## config.mk

```make
export PLATFORM = sky130hd
export DESIGN_NAME = ook_frame_receiver
export DESIGN_NICKNAME = d
export VERILOG_FILES = /design/src/rtl/ook_frame_receiver.sv
export SDC_FILE = /design/constraint.sdc
export NUM_CORES = 1
export LEC_CHECK = 0
export ABC_AREA = 1
export BUFFER_PORTS_ARGS = -buffer_cell sky130_fd_sc_hd__buf_2
export CAP_MARGIN = 15
export CORE_AREA = 10 10 125 81
export DETAILED_ROUTE_END_ITERATION = 6
export DIE_AREA = 0 0 135 91
export GPL_ROUTABILITY_DRIVEN = 1
export HOLD_SLACK_MARGIN = 0.03
export RECOVER_POWER = 100
export SLEW_MARGIN = 20
export SYNTH_ARGS = -nofsm -noshare
export SYNTH_HDL_FRONTEND = slang
export SYNTH_SLANG_ARGS = --single-unit
```

## constraint.sdc

```tcl
create_clock -name clk -period 4.9 [get_ports clk]
set_input_delay 0.735 -clock clk [delete_from_list [all_inputs] [get_ports clk]]
set_output_delay 0.735 -clock clk [all_outputs]
set_load 0.05 [all_outputs]
```

## src/rtl/ook_frame_receiver.sv

```systemverilog
// OOK frame receiver: recovers UART-style frames (start, LSB-first data,
// stop) from the carrier detector's per-sample "transmission present" level.
//
// Ports:
//   clk, rst       system clock, synchronous active-high reset
//   axiiv          sample strobe; all bit timing counts these strobes
//   triggered      carrier level, sampled only on strobes
//   axiov          one-cycle pulse, axiod holds a good frame
//   axiod          received word, held until the next axiov
//   framing_error  one-cycle pulse, stop bit read as 1 (word dropped)
//   busy           receiver is inside a frame (state != IDLE)
//   err_count      saturating framing error count since reset
module ook_frame_receiver #(
    parameter int SAMPLES_PER_BIT = 16,
    parameter int DATA_BITS       = 8
) (
    input  logic                 clk,
    input  logic                 rst,
    input  logic                 axiiv,
    input  logic                 triggered,
    output logic                 axiov,
    output logic [DATA_BITS-1:0] axiod,
    output logic                 framing_error,
    output logic                 busy,
    output logic [7:0]           err_count
);

    localparam int HALF = SAMPLES_PER_BIT / 2;
    localparam int CW   = $clog2(SAMPLES_PER_BIT) + 1;
    localparam int BW   = $clog2(DATA_BITS + 1);

    localparam logic [CW-1:0] HALF_C   = CW'(HALF);
    localparam logic [CW-1:0] SPB_C    = CW'(SAMPLES_PER_BIT);
    localparam logic [BW-1:0] LAST_BIT = BW'(DATA_BITS - 1);

    typedef enum logic [2:0] {
        S_IDLE,
        S_START,
        S_DATA,
        S_STOP,
        S_WAIT
    } state_t;

    state_t               state, state_nx;
    logic [CW-1:0]        cnt, cnt_inc, cnt_nx;
    logic [BW-1:0]        bit_idx, bit_idx_nx;
    logic [DATA_BITS-1:0] shreg, shreg_nx;
    logic                 good_nx, bad_nx;

    assign cnt_inc = cnt + 1'b1;

    // State register together with the frame datapath it sequences.
    always_ff @(posedge clk) begin
        if (rst) begin
            state   <= S_IDLE;
            cnt     <= '0;
            bit_idx <= '0;
            shreg   <= '0;
        end else begin
            state   <= state_nx;
            cnt     <= cnt_nx;
            bit_idx <= bit_idx_nx;
            shreg   <= shreg_nx;
        end
    end

    // Next-state logic. cnt holds strobes since the last sample point, so
    // cnt_inc is the position of the strobe being accepted now: START
    // samples mid-bit at HALF, later bits one full period apart.
    always_comb begin
        state_nx   = state;
        cnt_nx     = cnt;
        bit_idx_nx = bit_idx;
        shreg_nx   = shreg;
        good_nx    = 1'b0;
        bad_nx     = 1'b0;
        if (axiiv) begin
            unique case (state)
                S_IDLE: begin
                    if (triggered) begin
                        state_nx   = S_START;
                        cnt_nx     = '0;
                        bit_idx_nx = '0;
                    end
                end
                S_START: begin
                    if (cnt_inc == HALF_C) begin
                        cnt_nx   = '0;
                        state_nx = triggered ? S_DATA : S_IDLE;
                    end else begin
                        cnt_nx = cnt_inc;
                    end
                end
                S_DATA: begin
                    if (cnt_inc == SPB_C) begin
                        cnt_nx   = '0;
                        // LSB first: new bit enters at the top, so after
                        // the last bit the first one sits in bit 0.
                        shreg_nx = shreg >> 1;
                        shreg_nx[DATA_BITS-1] = triggered;
                        if (bit_idx == LAST_BIT) begin
                            bit_idx_nx = '0;
                            state_nx   = S_STOP;
                        end else begin
                            bit_idx_nx = bit_idx + 1'b1;
                        end
                    end else begin
                        cnt_nx = cnt_inc;
                    end
                end
                S_STOP: begin
                    if (cnt_inc == SPB_C) begin
                        cnt_nx = '0;
                        if (triggered) begin
                            bad_nx   = 1'b1;
                            state_nx = S_WAIT;
                        end else begin
                            good_nx  = 1'b1;
                            state_nx = S_IDLE;
                        end
                    end else begin
                        cnt_nx = cnt_inc;
                    end
                end
                S_WAIT: begin
                    // A carrier still on after a bad stop must drop before
                    // a new start can be recognised.
                    if (!triggered) begin
                        state_nx = S_IDLE;
                    end
                end
                default: begin
                    state_nx = S_IDLE;
                end
            endcase
        end
    end

    // Output logic.
    always_comb begin
        busy = (state != S_IDLE);
    end

    always_ff @(posedge clk) begin
        if (rst) begin
            axiov         <= 1'b0;
            framing_error <= 1'b0;
            axiod         <= '0;
            err_count     <= '0;
        end else begin
            axiov         <= good_nx;
            framing_error <= bad_nx;
            if (good_nx) begin
                axiod <= shreg;
            end
            if (bad_nx && (err_count != 8'hFF)) begin
                err_count <= err_count + 1'b1;
            end
        end
    end

endmodule

```

* After elaboration in Yosys (flattened, before gate mapping)
Index checks and enable logic that the tools add are counted. Widths: inputs -> output; s select.
Word-level totals: output and inout bits 19, input bits 4, flip-flop bits (word level) 38
Cells by class: reduce and logical (&&, ||, !) cells 10, add/sub/neg operators 3, equal/unequal tests 14, mux-type cells 25
Operators by type and width (count):
- $mux 3 | 7
- $mux 5 | 3
- $pmux 3 s5 | 1
- $pmux 5 s3 | 1
- $mux 4 | 3
- $ne 2x2->1 const B | 6
- $add 8x1->8 const B | 1
- $mux 1 | 8
- $ne 8x8->1 const B | 1
- $pmux 4 s2 | 1
- $reduce_and 7->1 | 1
- $eq 3x2->1 const B | 2
- $reduce_and 3->1 | 2
- $reduce_bool 3->1 | 2
- $add 5x1->5 const B | 1
- $eq 5x4->1 const B | 1
- $eq 5x5->1 const B | 1
- $add 4x1->4 const B | 1
- $eq 4x3->1 const B | 1
- $reduce_and 4->1 | 1
- $eq 3x1->1 const B | 1
- $eq 3x3->1 const B | 1
- $logic_not 3->1 | 1
- $mux 2 | 1
- other kinds (3) | 3

* Depth between registers and ports, before layout
Gate-level depths: netlist (run 1).
depth after elaboration 6, mapped depth 11, gate-level depth less buffers 11

* Worst setup path after synthesis (run 1)
No wires, ideal clock.
path type reg2reg, start register err_count[0], end register err_count[5], path buffers 0, period minus slack after synthesis 1895 ps, arrival 1780 ps, slack 3005 ps, cell stages (with the launch flop) 9, path through dfxtp_1 -> ha_1 -> nand2_1 -> nor3_2 -> nand3_2 -> nand4_4 -> nor2_1 -> nor2_1 -> nor2_1
Between the ends: longest elaborated chain between the ends 2
Ends and longest elaborated chain:
- start, declared | line 25 | output logic [7:0] err_count
- start signal, assigned | line 157 | err_count <= err_count + 1'b1;
- parallel branches: the longest is 2 deep, another holds $add 8x1->8
Several ways; the timed one is not identified. A chain may end at the register's enable or synchronous reset.

* Worst setup path after layout (run 1)
start register cnt[0], end register axiod[7]
Between the ends: longest elaborated chain between the ends 5
Ends and longest elaborated chain:
- start, declared | line 45 | logic [CW-1:0] cnt, cnt_inc, cnt_nx;
- start signal, assigned | line 61 | cnt <= cnt_nx;
- $add 5x1->5 | line 50 | assign cnt_inc = cnt + 1'b1;
- $eq 5x5->1 | line 112 | if (cnt_inc == SPB_C) begin
- $mux 1 | line 112
- $mux 1 | line 78 | unique case (state)
- $mux 1 | line 77 | if (axiiv) begin
- end signal, assigned | line 154 | axiod <= shreg;
- end, declared | line 22 | output logic [DATA_BITS-1:0] axiod,
Every way passes these cells.

==> results.sh, run 1 <==
export IMPL_vias=1729
export IMPL_synth_edf_count=0
export IMPL_power_internal_mw=0.6097
export IMPL_syn2layout_area_growth_pct=14.25
export IMPL_relSlewSlack=0.4151
export IMPL_worst_pin_slew_ns=0.8763
export IMPL_cts_buffer_depth=2
export IMPL_grt_max_degree=33
export IMPL_arrival_ns=3.24
export IMPL_setup_tns_ns=0
export IMPL_hold_viol_final=0
export IMPL_yosysMostFrequentCell="nor2_1"
export IMPL_synth_seq_cells=38
export IMPL_coreArea_um2=7789
export IMPL_fin_crit_sh=0.6254
export IMPL_synth_cell_types=26
export IMPL_row_count=25
export IMPL_cts_resized_gates=0
export IMPL_cts_setup_buffers=0
export IMPL_r2r_slack_ns=1.84
export IMPL_synthCells=268
export IMPL_cp_end_kind="register"
export IMPL_nets=300
export IMPL_outcome="complete, no violations"
export IMPL_routed_wl_um=4367
export IMPL_required_ns=5.08
export IMPL_cts_hold_buf=0
export IMPL_maxCapViolCount=0
export IMPL_io_pins=23
export IMPL_reg2reg_to="axiod[7]"
export IMPL_synth_top_area_share=0.3956
export IMPL_grt_pass1_wl_um=7500
export IMPL_drt_first_iter_violations=136
export IMPL_avgSynthCellArea_um2=7.176
export IMPL_io_buffers=22
export IMPL_die_y_um=91
export IMPL_syn_cell_area_um2=1923
export IMPL_top_usage_layer="met1"
export IMPL_leakagePower_nw=0.8733
export IMPL_grt_util_met2=0.1002
export IMPL_drc=0
export IMPL_clk_insertion_delay_late_ns=0.29
export IMPL_wl_per_cell_um=10.86
export IMPL_dieWidth_um=135
export IMPL_fmax_mhz=326.3
export IMPL_synth_common_cells="nor2_1, nand2_1, dfxtp_1"
export IMPL_p_total_mw=0.9686
export IMPL_hold_end="shreg[0]"
export IMPL_grt_pass1_vias=1566
export IMPL_gp_congestion=0.8011
export IMPL_peakVddDrop_mv=0.2169
export IMPL_via_per_inst=4.301
export IMPL_dp_slack_ns=2.908
export IMPL_min_path_cells=2
export IMPL_firstDrtPassIters=4
export IMPL_die_area_um2=12290
export IMPL_grt_use_met1=0.1002
export IMPL_diodes=0
export IMPL_antenna_found_initial=0
export IMPL_synth_area_leaders="dfxtp_1, nor2_1, nand2_1, inv_1, a21oi_1"
export IMPL_ys_warn_count=0
export IMPL_comb_power_share=0.272
export IMPL_power_frac_seq=0.384
export IMPL_critical_path_class="reg2reg"
export IMPL_clk_pin_slew_worst_paths_ns=0.06
export IMPL_final_max_slew_viol_count=0
export IMPL_ant_nets=0
export IMPL_path_max_fanout=9
export IMPL_final_layout_size_suffix_gt1_frac=0.1224
export IMPL_dp_cells=394
export IMPL_final_cells=402
export IMPL_worst_r2r_path_depth=11
export IMPL_ys_seq_area_frac=0.3956
export IMPL_initial_core_util=0.2469
export IMPL_startpoint="cnt[0]"
export IMPL_htree_levels=2
export IMPL_clkSinkCount=38
export IMPL_fin_ws_ns=1.836
export IMPL_use_met3=0.03245
export IMPL_cts_tree="yes"
export IMPL_fin_crit_ns=3.064
export IMPL_hp_start="shreg[0]"
export IMPL_cts_buffers=5
export IMPL_overflow=0
export IMPL_power_density_nw_per_um2=440.8
export IMPL_power_frac_clock=0.343
export IMPL_hold_path_class="reg2reg"
export IMPL_p_switching_mw=0.3588
export IMPL_track_usage=0.07500
export IMPL_switching_share=0.3705
export IMPL_postSynth_asyncResetShare=0
export IMPL_rsz0062_at_grt="no"
export IMPL_root_buffer="clkbuf_16"
export IMPL_hpwl_um=3208
export IMPL_worstReg2RegStart="cnt[0]"
export IMPL_skew_ns=0.003560
export IMPL_synth_nets=275
export IMPL_synthFlopType="dfxtp_1"
export IMPL_finalSetupViolCount=0
export IMPL_yosys_area_top_type="dfxtp_1"
export IMPL_start_kind="register"
export IMPL_fin_util=0.2821
[critical path, stage by stage, from the launching register on]
cell and delay, ns:
dfxtp_1 0.34, ha_1 0.25, nand2_1 0.10, inv_1 0.10
nand3_1 0.08, nand2_1 0.09, nor2_1 0.33, nand3_4 0.09
nor2_1 0.58, clkinvlp_2 0.70, nor2_2 0.22, nor2_1 0.07
[per-layer routing]
layer	share of wire	routed length, um
met1	0.55	2390
met2	0.39	1685
met4	0.019	83
met3	0.047	207
met5	0	0
[logic make-up (layout without fill, tap and decap cells)]
logic type      count (synthesis)  count (layout)  share of synthesized area
fa+ha+maj                       3               3                    0.01952
compound gates                 45              45                     0.1171
buf+inv                        43              69                    0.09108
flops                          38              38                     0.3956
simple gates                  139             139                     0.3767
[flip-flops by register name, summed over array words and instances, names as in the netlist]
name,flops
axiov,1
framing_error,1
state,3
cnt,5
shreg,8
bit_idx,4
axiod,8
err_count,8
[final cells by class]
class                           count  area, um^2
Clock buffer                        6       138.9
Timing Repair Buffer               22       85.08
Clock inverter                      2       12.51
Sequential cell                    38       760.7
Fill cell                         849        5592
Multi-Input combinational cell    187       917.1
Tap cell                          108       135.1
Inverter                           39       147.6
[worst max-delay path by stage]
stage / end
global placement: shreg[7]
finish: axiod[7]
CTS: busy
global route: axiod[6]
floorplan: err_count[5]
detailed placement: cnt[2]
[per-stage QoR]
stage	hold slack [ns]	area, um^2
floorplan	0.4348	1923
global placement	0.4459	2145
detailed placement	0.4499	2145
CTS	0.4588	2296
global route	0.4874	2197
finish	0.4558	2197
[power groups by stage]
stage / Combinational, mW / Sequential, mW / Clock (mW)
3_5_place_dp: 0.281 / 0.379 / 0
4_1_cts: 0.282 / 0.372 / 0.347
6_report: 0.264 / 0.372 / 0.333
2_1_floorplan: 0.229 / 0.371 / 0
3_3_place_gp: 0.278 / 0.379 / 0
5_1_grt: 0.301 / 0.376 / 0.358
[layout by cell type (no fill, tap or decap)]
cell | synthesis | layout
nand3_2 | 2 | 1
inv_2 | 7 | 6
dfxtp_1 | 38 | 38
nand3_1 | 11 | 13
nand2_2 | 4 | 2
clkinv_2 | 0 | 1
nand4_1 | 10 | 11
nor2_1 | 50 | 52
nand2_4 | 2 | 2
clkbuf_1 | 1 | 20
nor2_4 | 2 | 2
nor3_1 | 2 | 2
nor3_2 | 1 | 1
o21ai_0 | 12 | 16
inv_1 | 31 | 32
buf_2 | 1 | 2
clkbuf_8 | 0 | 1
nand3_4 | 2 | 1
clkinvlp_2 | 0 | 1
nor2_2 | 10 | 10
clkbuf_16 | 0 | 5
o21ai_1 | 14 | 10
ha_1 | 3 | 3
nand2_1 | 40 | 42
clkinvlp_4 | 0 | 1
a21oi_1 | 19 | 19
(Power assumes the default switching activity.)
==> run 2, diff against run 1 <==
clock period = 2.8 ns   (was 4.9 ns; I/O delays follow)
==> run 2 against run 1 <==
Net effect:
- hold slack got worse by 0.036 ns
- wire length increased by 2.4%
- setup slack got worse by 1.1 ns
- global-route usage increased by 0.11 points
- largest power group unchanged
- highest routed layer unchanged
- first-iteration DRC count decreased by 22%
- clock skew about the same
- utilization increased by 0.32 points
- combinational power increased by 79%
- critical path depth decreased by 3
- fmax increased by 49%
==> results.sh, run 2 (same netlist as run 1, synthesis figures left out) <==
export IMPL_peakVddDrop_mv=0.2164
export IMPL_n_fill_cell=857
export IMPL_finalSetupViolCount=0
export IMPL_outcome="complete, no violations"
export IMPL_path_max_fanout=10
export IMPL_dieWidth_um=135
export IMPL_coreArea_um2=7789
export IMPL_grt_pass1_vias=1611
export IMPL_critical_path_class="reg2reg"
export IMPL_grt_pass1_wl_um=7734
export IMPL_cts_tree="yes"
export IMPL_reg_top3="axiod (8), err_count (8), shreg (8)"
export IMPL_root_buffer="clkbuf_16"
export IMPL_gp_congestion=0.8136
export IMPL_routed_wl_um=4472
export IMPL_arrival_ns=2.24
export IMPL_relSlewSlack=0.4722
export IMPL_p_switching_mw=0.6301
export IMPL_power_internal_mw=1.067
export IMPL_fmax_mhz=485.4
export IMPL_rsz0062_at_grt="no"
export IMPL_final_layout_size_suffix_gt1_frac=0.1051
export IMPL_die_area_um2=12290
export IMPL_io_pins=23
export IMPL_hold_viol_final=0
export IMPL_power_frac_seq=0.384
export IMPL_clkSinkCount=38
export IMPL_grt_max_degree=29
export IMPL_die_y_um=91
export IMPL_post_dp_cell_area_um2=2152
export IMPL_cts_buffers=5
export IMPL_leakagePower_nw=0.9459
export IMPL_cts_hold_buf=0
export IMPL_hold_path_class="in2reg"
export IMPL_fin_crit_sh=0.7357
export IMPL_firstDrtPassIters=4
export IMPL_drc=0
export IMPL_syn2layout_area_growth_pct=15.55
export IMPL_setup_tns_ns=0
export IMPL_cts_setup_buffers=0
export IMPL_layout_common_cells="nor2_1, nand2_1, dfxtp_1"
export IMPL_required_ns=2.98
export IMPL_final_max_slew_viol_count=0
export IMPL_skew_ns=0.003214
export IMPL_clk_pin_slew_worst_paths_ns=0.06
export IMPL_drt_first_iter_violations=106
export IMPL_overflow=0
export IMPL_row_count=25
export IMPL_track_usage=0.07612
export IMPL_hpwl_um=3305
export IMPL_fin_crit_ns=2.060
export IMPL_start_kind="register"
export IMPL_worst_pin_slew_ns=0.7908
export IMPL_comb_power_share=0.278
export IMPL_cp_end_kind="register"
export IMPL_fin_util=0.2853
export IMPL_cts_buffer_depth=2
export IMPL_vias=1678
export IMPL_antenna_found_initial=0
export IMPL_power_frac_clock=0.338
export IMPL_nets=301
export IMPL_wl_per_cell_um=11.10
export IMPL_switching_share=0.3713
export IMPL_clk_insertion_delay_late_ns=0.28
export IMPL_maxCapViolCount=0
export IMPL_cts_resized_gates=0
export IMPL_htree_levels=2
export IMPL_io_buffers=22
export IMPL_power_density_nw_per_um2=763.8
export IMPL_finalInstanceArea_um2=2222
export IMPL_ant_nets=0
export IMPL_diodes=0
export IMPL_initial_core_util=0.2469
export IMPL_final_common_cell="nor2_1"
export IMPL_via_per_inst=4.164
-- run 2: final timing paths --
path	from	endpoint	slack, ns	cells after the start
setup / recovery	err_count[0]	err_count[4]	0.74	8
hold / removal	rst	axiov	0.42	2
setup reg to reg	err_count[0]	err_count[4]	0.74	8
hold reg to reg	shreg[3]	shreg[3]	0.46	2
-- run 2: stage by stage --
stage                     power [mW]  std cells  hold slack (ns)  worst slack [ns]
after floorplan                1.050        268           0.4348            0.9054
after global placement         1.155        395           0.4506             1.097
after detailed placement       1.156        395           0.4568             1.048
after CTS                      1.741        403           0.4245             1.003
after global routing           1.817        403           0.4476            0.5181
final                          1.697        403           0.4197            0.7399
-- run 2: cell type report --
type | count | area, um^2 | share of cell area
Clock buffer | 6 | 138.9 | 0.06250
Sequential cell | 38 | 760.7 | 0.3423
Inverter | 39 | 151.4 | 0.06813
Timing Repair Buffer | 23 | 93.84 | 0.04223
Tap cell | 108 | 135.1 | 0.06081
Clock inverter | 2 | 12.51 | 0.005631
Multi-Input combinational cell | 187 | 929.6 | 0.4184
-- run 2: worst max-delay path: stages (launching register included) --
cell	delay, ns
dfxtp_1	0.37
ha_1	0.24
nand2_1	0.08
nor3_2	0.26
nand3_1	0.30
nand4_1	0.46
nor2_1	0.07
nor2_1	0.11
nor2_1	0.06
-- run 2: routing by layer --
layer	routed length, um	up-vias	track usage
met5	0	-	0
met4	63	0	0.02500
met3	272	7	0.03080
met2	1748	35	0.1075
met1	2388	725	0.1020
li1	-	911	-
-- run 2: power by group through the flow --
stage               logic (mW)  clock network (mW)  registers, mW
detailed placement       0.493                   0          0.662
finish                   0.472               0.574          0.652
global route             0.547               0.612          0.659
CTS                      0.496               0.594          0.650
floorplan                0.400                   0          0.650
global placement         0.492                   0          0.663
